[config.mk]
export PLATFORM = sky130hd
export DESIGN_NAME = pipelined_addsub
export DESIGN_NICKNAME = d
export VERILOG_FILES = /design/src/rtl/pipelined_addsub.sv
export SDC_FILE = /design/constraint.sdc
export NUM_CORES = 1
export LEC_CHECK = 0
export BUFFER_PORTS_ARGS = -buffer_cell sky130_fd_sc_hd__buf_2
export CELL_PAD_IN_SITES_DETAIL_PLACEMENT = 0
export CELL_PAD_IN_SITES_GLOBAL_PLACEMENT = 1
export CORE_ASPECT_RATIO = 1.4
export CORE_MARGIN = 4
export CORE_UTILIZATION = 30
export DETAILED_ROUTE_END_ITERATION = 10
export GPL_ROUTABILITY_DRIVEN = 0
export HOLD_SLACK_MARGIN = 0.05
export PLACE_DENSITY = 0.57
export SKIP_CTS_REPAIR_TIMING = 1
export SLEW_MARGIN = 20
export SYNTH_ARGS = -nofsm -noshare
export SYNTH_HDL_FRONTEND = slang
export SYNTH_SLANG_ARGS = --single-unit
[constraint.sdc]
create_clock -name clk -period 2.4 [get_ports clk]
set_input_delay 0.12 -clock clk [delete_from_list [all_inputs] [get_ports clk]]
set_output_delay 0.12 -clock clk [all_outputs]
set_load 0.02 [all_outputs]
[src/rtl/pipelined_addsub.sv]
// pipelined_addsub: WIDTH-bit ripple add/subtract split into SEG-bit
// segments, one register stage per segment, valid/ready handshake.
module pipelined_addsub #(
    parameter int WIDTH = 16,
    parameter int SEG   = 4
) (
    input  logic             clk,
    input  logic             rst,
    input  logic             in_valid,
    output logic             in_ready,
    input  logic [WIDTH-1:0] a,
    input  logic [WIDTH-1:0] b,
    input  logic             cin,
    input  logic             sub,
    output logic             out_valid,
    input  logic             out_ready,
    output logic [WIDTH-1:0] sum,
    output logic             cout,
    output logic             ovf
);

    localparam int STAGES = WIDTH / SEG;
    localparam int LAST   = STAGES - 1;

    if (WIDTH < 1 || SEG < 1 || (WIDTH % SEG) != 0) begin : g_bad_params
        $error("pipelined_addsub: WIDTH must be >= 1 and a multiple of SEG");
    end

    // Each stage register carries the full operand pair (b already
    // conditioned for subtract), the partially built sum, the carry out
    // of the segment it just added and a valid bit.
    logic [WIDTH-1:0] a_q [STAGES];
    logic [WIDTH-1:0] b_q [STAGES];
    logic [WIDTH-1:0] s_q [STAGES];
    logic             c_q [STAGES];
    logic             v_q [STAGES];
    logic             ovf_q;

    logic [WIDTH-1:0] a_d [STAGES];
    logic [WIDTH-1:0] b_d [STAGES];
    logic [WIDTH-1:0] s_d [STAGES];
    logic             c_d [STAGES];
    logic             ovf_d;

    logic advance;

    function automatic logic [SEG:0] seg_add(
        input logic [SEG-1:0] x,
        input logic [SEG-1:0] y,
        input logic           c
    );
        return {1'b0, x} + {1'b0, y} + {{SEG{1'b0}}, c};
    endfunction

    // Per-stage segment adders: stage 0 from the ports, stage k from
    // the register of stage k-1, so one operation never mixes with another.
    always_comb begin
        logic [SEG:0] t;
        logic [WIDTH-1:0] bi;

        bi     = sub ? ~b : b;
        t      = seg_add(a[SEG-1:0], bi[SEG-1:0], sub | cin);
        a_d[0] = a;
        b_d[0] = bi;
        s_d[0] = '0;
        s_d[0][SEG-1:0] = t[SEG-1:0];
        c_d[0] = t[SEG];

        for (int k = 1; k < STAGES; k++) begin
            t      = seg_add(a_q[k-1][k*SEG +: SEG],
                             b_q[k-1][k*SEG +: SEG],
                             c_q[k-1]);
            a_d[k] = a_q[k-1];
            b_d[k] = b_q[k-1];
            s_d[k] = s_q[k-1];
            s_d[k][k*SEG +: SEG] = t[SEG-1:0];
            c_d[k] = t[SEG];
        end

        // Carry into the MSB is recovered from the MSB sum bit itself.
        ovf_d = a_d[LAST][WIDTH-1] ^ b_d[LAST][WIDTH-1]
              ^ s_d[LAST][WIDTH-1] ^ c_d[LAST];
    end

    // Whole pipeline shifts together on advance and holds otherwise.
    always_ff @(posedge clk) begin
        if (rst) begin
            for (int k = 0; k < STAGES; k++) begin
                a_q[k] <= '0;
                b_q[k] <= '0;
                s_q[k] <= '0;
                c_q[k] <= 1'b0;
                v_q[k] <= 1'b0;
            end
            ovf_q <= 1'b0;
        end else if (advance) begin
            for (int k = 0; k < STAGES; k++) begin
                a_q[k] <= a_d[k];
                b_q[k] <= b_d[k];
                s_q[k] <= s_d[k];
                c_q[k] <= c_d[k];
            end
            v_q[0] <= in_valid;
            for (int k = 1; k < STAGES; k++) begin
                v_q[k] <= v_q[k-1];
            end
            ovf_q <= ovf_d;
        end
    end

    assign advance   = !out_valid | out_ready;
    assign in_ready  = advance;
    assign out_valid = v_q[LAST];
    assign sum       = s_q[LAST];
    assign cout      = c_q[LAST];
    assign ovf       = ovf_q;

endmodule

==> metrics.csv, run 1 <==
metric;value;unit
share of cells above drive strength 1;22.8;%
core area;0.0138;mm2
Die H;148;um
grt total ovfl;0;
GRT Overall Usage;8.64;%
DRT Pass-1 Iters;4;
DRC violations left;0;
Area Growth Syn to Fin;18.7;%
result of the run;finished, final reports clean;
Syn Area/Cell;15.0;um2
die area;0.0160;mm2
n_diodes;0;
Seq cells post-synth;97;
Util after Layout;36.1;%
CP Capture Type;flip-flop;
worst-skew pair later-pin latency;330;ps
Rel. slew slack;37.5;%
initial antenna violation count;0;
Peak Freq;490;MHz
# IOs;58;
Initial Util;30.4;%
crit path max fanout;2;
most common cell after layout, fill and taps aside;edfxtp_1;
Min-Delay Path Class;primary input to flip-flop;
Antenna Nets Post-Route;0;
pin count of the biggest net entering global routing;71;
synth warn;0;
vias;2120;
synthesized cell area;0.00421;mm2
total negative slack;0;ps
Final Cycle Share;85.1;%
maximum clock insertion buffer count;2;
Final min period;2040;ps
number of global-route vias before repair;2231;
Vias/cell;3.98;
DR WL/cell;12.0;um
Final Slew Violations;0;
most frequent cells in the layout;edfxtp_1, and2_1, buf_2, nor2_1, xnor2_1;
post-route cell area;0.00500;mm2
Synth Net Count;339;
DRT iter0 DRCs;86;
Lkg Pwr;2.15;nW
die width;108;um
Peak VDD IR;0.256;mV
Nets;400;
global-route wire length before repair;10700;um
sequential-to-total area share from yosys stat;68.9;%
Final Hold Fails;0;
pwr dens;715;mW/mm2
Setup CP Type;flip-flop to flip-flop;
CTS H-Tree Depth;3;
worst hold margin;65.4;ps
CTS sink cnt;97;
num rows;51;
skew final;5.93;ps
placed inst area;0.00473;mm2
Worst EP required;2650;ps
Root Buffer;clkbuf_16;
max-cap viol count;0;
final setup violation count;0;
DRT Wirelength;6380;um
Netlist cell types;23;
Detail Placement HPWL;4240;um
Tightest Pin Transition;937;ps
CP Launch Type;flip-flop;
CTS buffer count;9;
Mapped Cells;281;
TritonCTS clock tree;done;
Port Buffers;57;
Worst-path clk slew;60;ps
CP arrival;2290;ps
RSZ-0062 raised after global routing;no;
## worst max-delay path, stage by stage (launching register included)
cell	delay, ps
edfxtp_1	400
fa_1	470
fa_1	420
a21o_1	190
a21oi_2	170
xnor2_1	110
a211oi_2	200
## state kept, by name (all words and copies together) (netlist names)
name and count:
s_q 40, a_q 24, b_q 24, ovf 1, v_q 4, c_q 4
## where the power goes
group	internal [mW]	switching [mW]
clock network	0.695	0.557
registers	1.99	0.0313
logic	0.143	0.157
## synthesized netlist by cell type, drive strengths merged
library cell   n  area (um2)
a211oi         1        12.5
a21o           6        45.0
a21oi          8        47.6
and2          70         438
and2b          1        7.51
buf            5        27.5
clkbuf         7        26.3
dfxtp          1        20.0
edfxtp        96        2880
fa             8         160
ha            12         150
inv            8        30.0
nand2b         2        20.0
nor2          23        86.3
nor2b          4        25.0
nor3           2        10.0
o21ai          2        10.0
or2            2        12.5
xnor2         15         131
xor2           8        70.1
## logic make-up (layout without fill, tap and decap cells)
family	after synthesis	after routing	share of synthesized area [%]
compound gates	17	17	2.73
xor+xnor	23	23	4.78
fa+ha+maj	20	20	7.37
buf+inv	20	86	1.99
flops	97	97	68.9
simple gates	104	104	14.2
## cell type report
type / count / area, um2
sequential: 97 / 2900
timing repair buffer: 62 / 350
multi-input combinational: 164 / 1230
tap: 185 / 231
fill: 1373 / 8850
inverter: 8 / 30.0
clock buffer: 12 / 236
clock inverter: 4 / 20.0
## routing by layer
metal | GRT usage, % | wire length (um) | share of wire, % | up-vias
met3 | 2.13 | 272 | 4.3 | 8
met5 | 0 | 0 | 0 | -
met2 | 14.7 | 3340 | 52 | 43
met1 | 10.1 | 2640 | 41 | 986
li1 | - | - | - | 1083
met4 | 4.36 | 122 | 1.9 | 0
## final timing paths
path | from | endpoint | slack [ps] | cells past startpoint
min reg2reg | s_q[1][4]$_SDFFCE_PN0P_ | s_q[2][4]$_SDFFCE_PN0P_ | 510 | 1
max reg2reg | a_q[0][44]$_SDFFCE_PN0P_ | ovf$_SDFFE_PP0N_ | 360 | 6
max | a_q[0][44]$_SDFFCE_PN0P_ | ovf$_SDFFE_PP0N_ | 360 | 6
min | a[6] | a_q[0][6]$_SDFFCE_PN0P_ | 70 | 2
## stage by stage
| step | power, mW | instances | setup WS, ps |
|---|---|---|---|
| 6_report | 3.58 | 532 | 359 |
| 5_1_grt | 3.76 | 532 | 233 |
| 4_1_cts | 3.64 | 531 | 344 |
| 3_5_place_dp | 2.37 | 515 | 347 |
| 3_3_place_gp | 2.36 | 515 | 372 |
| 2_1_floorplan | 2.27 | 281 | 62.4 |
(Power assumes the default switching activity.)
==> run 2, diff against run 1 <==
--- a/config.mk
+++ b/config.mk
@@ -6,15 +6,13 @@
 export NUM_CORES = 1
 export LEC_CHECK = 0
 export BUFFER_PORTS_ARGS = -buffer_cell sky130_fd_sc_hd__buf_2
-export CELL_PAD_IN_SITES_DETAIL_PLACEMENT = 0
-export CELL_PAD_IN_SITES_GLOBAL_PLACEMENT = 1
 export CORE_ASPECT_RATIO = 1.4
 export CORE_MARGIN = 4
 export CORE_UTILIZATION = 30
 export DETAILED_ROUTE_END_ITERATION = 10
 export GPL_ROUTABILITY_DRIVEN = 0
 export HOLD_SLACK_MARGIN = 0.05
-export PLACE_DENSITY = 0.57
+export PLACE_DENSITY = 0.5
 export SKIP_CTS_REPAIR_TIMING = 1
 export SLEW_MARGIN = 20
 export SYNTH_ARGS = -nofsm -noshare
==> run 2 against run 1 <==
Total power up 9.9%. Register-to-register slack gained 20 ps. Critical path depth unchanged. Non-clock buffer count is 5 higher. Die area unchanged. First-iteration DRC count fell by 22%. Global-route usage fell by 0.22 points. Setup slack improved by 23 ps. Critical endpoint unchanged.
==> metrics.csv, run 2 (same netlist as run 1, synthesis figures left out) <==
metric;value;unit;change
Nets;405;;was 400
CP arrival;2270;ps;was 2290 ps
Biggest register;s_q;;unchanged
post-route cell area;0.00513;mm2;was 0.00500 mm2
pwr dens;767;mW/mm2;was 715 mW/mm2
DRT iter0 DRCs;67;;was 86
Die H;148;um;unchanged
CP Capture Type;flip-flop;;unchanged
Worst Hold Launch;a[14];;was a[6]
placed inst area;0.00476;mm2;was 0.00473 mm2
Final min period;2020;ps;was 2040 ps
skew final;4.51;ps;was 5.93 ps
Worst-path clk slew;70;ps;was 60 ps
Root Buffer;clkbuf_16;;unchanged
Final Hold Fails;0;;unchanged
CTS buffer count;9;;unchanged
worst min-delay path endpoint;a_q[0][14]$_SDFFCE_PN0P_;;was a_q[0][6]$_SDFFCE_PN0P_
Final Cycle Share;84.1;%;was 85.1%
maximum clock insertion buffer count;2;;unchanged
RSZ-0062 raised after global routing;no;;unchanged
global-route wire length before repair;10400;um;was 10700 um
Tightest Pin Transition;533;ps;was 937 ps
Initial Util;30.4;%;unchanged
TritonCTS clock tree;done;;unchanged
R2R cell count;6;;unchanged
final setup violation count;0;;unchanged
n_diodes;0;;unchanged
GRT Overall Usage;8.42;%;was 8.64%
Detail Placement HPWL;4230;um;was 4240 um
total negative slack;0;ps;unchanged
grt total ovfl;0;;unchanged
number of global-route vias before repair;2215;;was 2231
most frequent cells in the layout;edfxtp_1, and2_1, buf_2, nor2_1, xnor2_1;;unchanged
die width;108;um;unchanged
# IOs;58;;unchanged
die area;0.0160;mm2;unchanged
Vias/cell;3.93;;was 3.98
pin count of the biggest net entering global routing;71;;unchanged
DR WL/cell;11.3;um;was 12.0 um
crit path max fanout;2;;unchanged
initial antenna violation count;0;;unchanged
CTS H-Tree Depth;3;;unchanged
share of cells above drive strength 1;24.1;%;was 22.8%
CP Launch Type;flip-flop;;unchanged
result of the run;finished, final reports clean;;unchanged
vias;2111;;was 2120
FF+latch area;0.00290;mm2;unchanged
most common cell after layout, fill and taps aside;edfxtp_1;;unchanged
Setup CP Type;flip-flop to flip-flop;;unchanged
num rows;51;;unchanged
worst hold margin;60.3;ps;was 65.4 ps
CTS sink cnt;97;;unchanged
max-cap viol count;0;;unchanged
Min-Delay Path Class;primary input to flip-flop;;unchanged
registers with the most flip-flops;s_q x40, a_q x24, b_q x24;;unchanged
Antenna Nets Post-Route;0;;unchanged
core area;0.0138;mm2;unchanged
DRC violations left;0;;unchanged
Peak Freq;495;MHz;was 490 MHz
# fillers;1366;;was 1373
depth of the worst hold-timing path;2;;unchanged
Util after Layout;37.0;%;was 36.1%
Final Slew Violations;0;;unchanged
DRT Wirelength;6080;um;was 6380 um
Rel. slew slack;64.5;%;was 37.5%
Worst EP required;2660;ps;was 2650 ps
Port Buffers;57;;unchanged
Peak VDD IR;0.356;mV;was 0.256 mV
RR Endpoint;ovf$_SDFFE_PP0N_;;unchanged
DRT Pass-1 Iters;4;;unchanged
worst r2r src;a_q[0][44]$_SDFFCE_PN0P_;;unchanged
multi-input logic area;0.00123;mm2;unchanged
Lkg Pwr;2.22;nW;was 2.15 nW
max reg flops;40;;unchanged
worst-skew pair later-pin latency;330;ps;about the same
reg2reg setup slack;380;ps;was 360 ps
Area Growth Syn to Fin;21.7;%;was 18.7%
[run 2: changes by cell type in the layout (fill, tap and decap cells not counted)]
cell and delta:
bufinv_16 +3, clkbuf_1 -3, inv_6 +2, clkinv_2 -1, dlygate4sd3_1 +2, clkinvlp_4 -1, buf_4 +3
[run 2: power by group]
| part | leakage [nW] | internal [mW] | switching (mW) |
|---|---|---|---|
| combinational | 0.905 | 0.146 | 0.156 |
| clock | 0.166 | 1.02 | 0.589 |
| sequential | 1.15 | 1.99 | 0.0305 |
| total | 2.22 | 3.16 | 0.775 |
[run 2: critical path: stages, from the launching register on]
cell and delay, ps:
edfxtp_1 410, fa_1 470, fa_1 410, a21o_1 190, a21oi_2 160, xnor2_1 100, a211oi_2 200
[run 2: how the worst max path moves through the flow]
| stage | cells after the start | endpoint | startpoint | slack (ps) |
|---|---|---|---|---|
| 2_1_floorplan | 2 | a_q[0][10]$_SDFFCE_PN0P_ | v_q[3]$_DFFE_PP_ | 60 |
| 3_3_place_gp | 7 | c_q[0]$_SDFFCE_PN0P_ | sub | 330 |
| 3_5_place_dp | 7 | c_q[0]$_SDFFCE_PN0P_ | sub | 300 |
| 4_1_cts | 6 | ovf$_SDFFE_PP0N_ | a_q[0][44]$_SDFFCE_PN0P_ | 360 |
| 5_1_grt | 6 | ovf$_SDFFE_PP0N_ | a_q[0][44]$_SDFFCE_PN0P_ | 260 |
| 6_report | 6 | ovf$_SDFFE_PP0N_ | a_q[0][44]$_SDFFCE_PN0P_ | 380 |
[run 2: stage by stage]
stage / worst slack [ps] / power, mW / cells
after floorplan: 62.4 / 2.27 / 281
after global placement: 332 / 2.36 / 518
after detailed placement: 305 / 2.37 / 518
after CTS: 364 / 3.99 / 534
after global routing: 261 / 4.11 / 537
final: 381 / 3.93 / 537
[run 2: area by class of cell]
class                   count  share of cell area (%)
multi-input cells         164                    24.0
flip-flops and latches     97                    56.6
repair buffers             67                    7.66
clock buffers               9                    4.39
clock inverters             7                    2.24
inverters                   8                   0.586
well taps                 185                    4.51
[run 2: layer usage]
| layer | vias up | wire length, um | track usage [%] |
|---|---|---|---|
| li1 | 1092 | - | - |
| met1 | 969 | 2450 | 9.04 |
| met2 | 42 | 3210 | 14.9 |
| met3 | 8 | 268 | 2.21 |
| met4 | 0 | 155 | 4.55 |
| met5 | - | 0 | 0 |
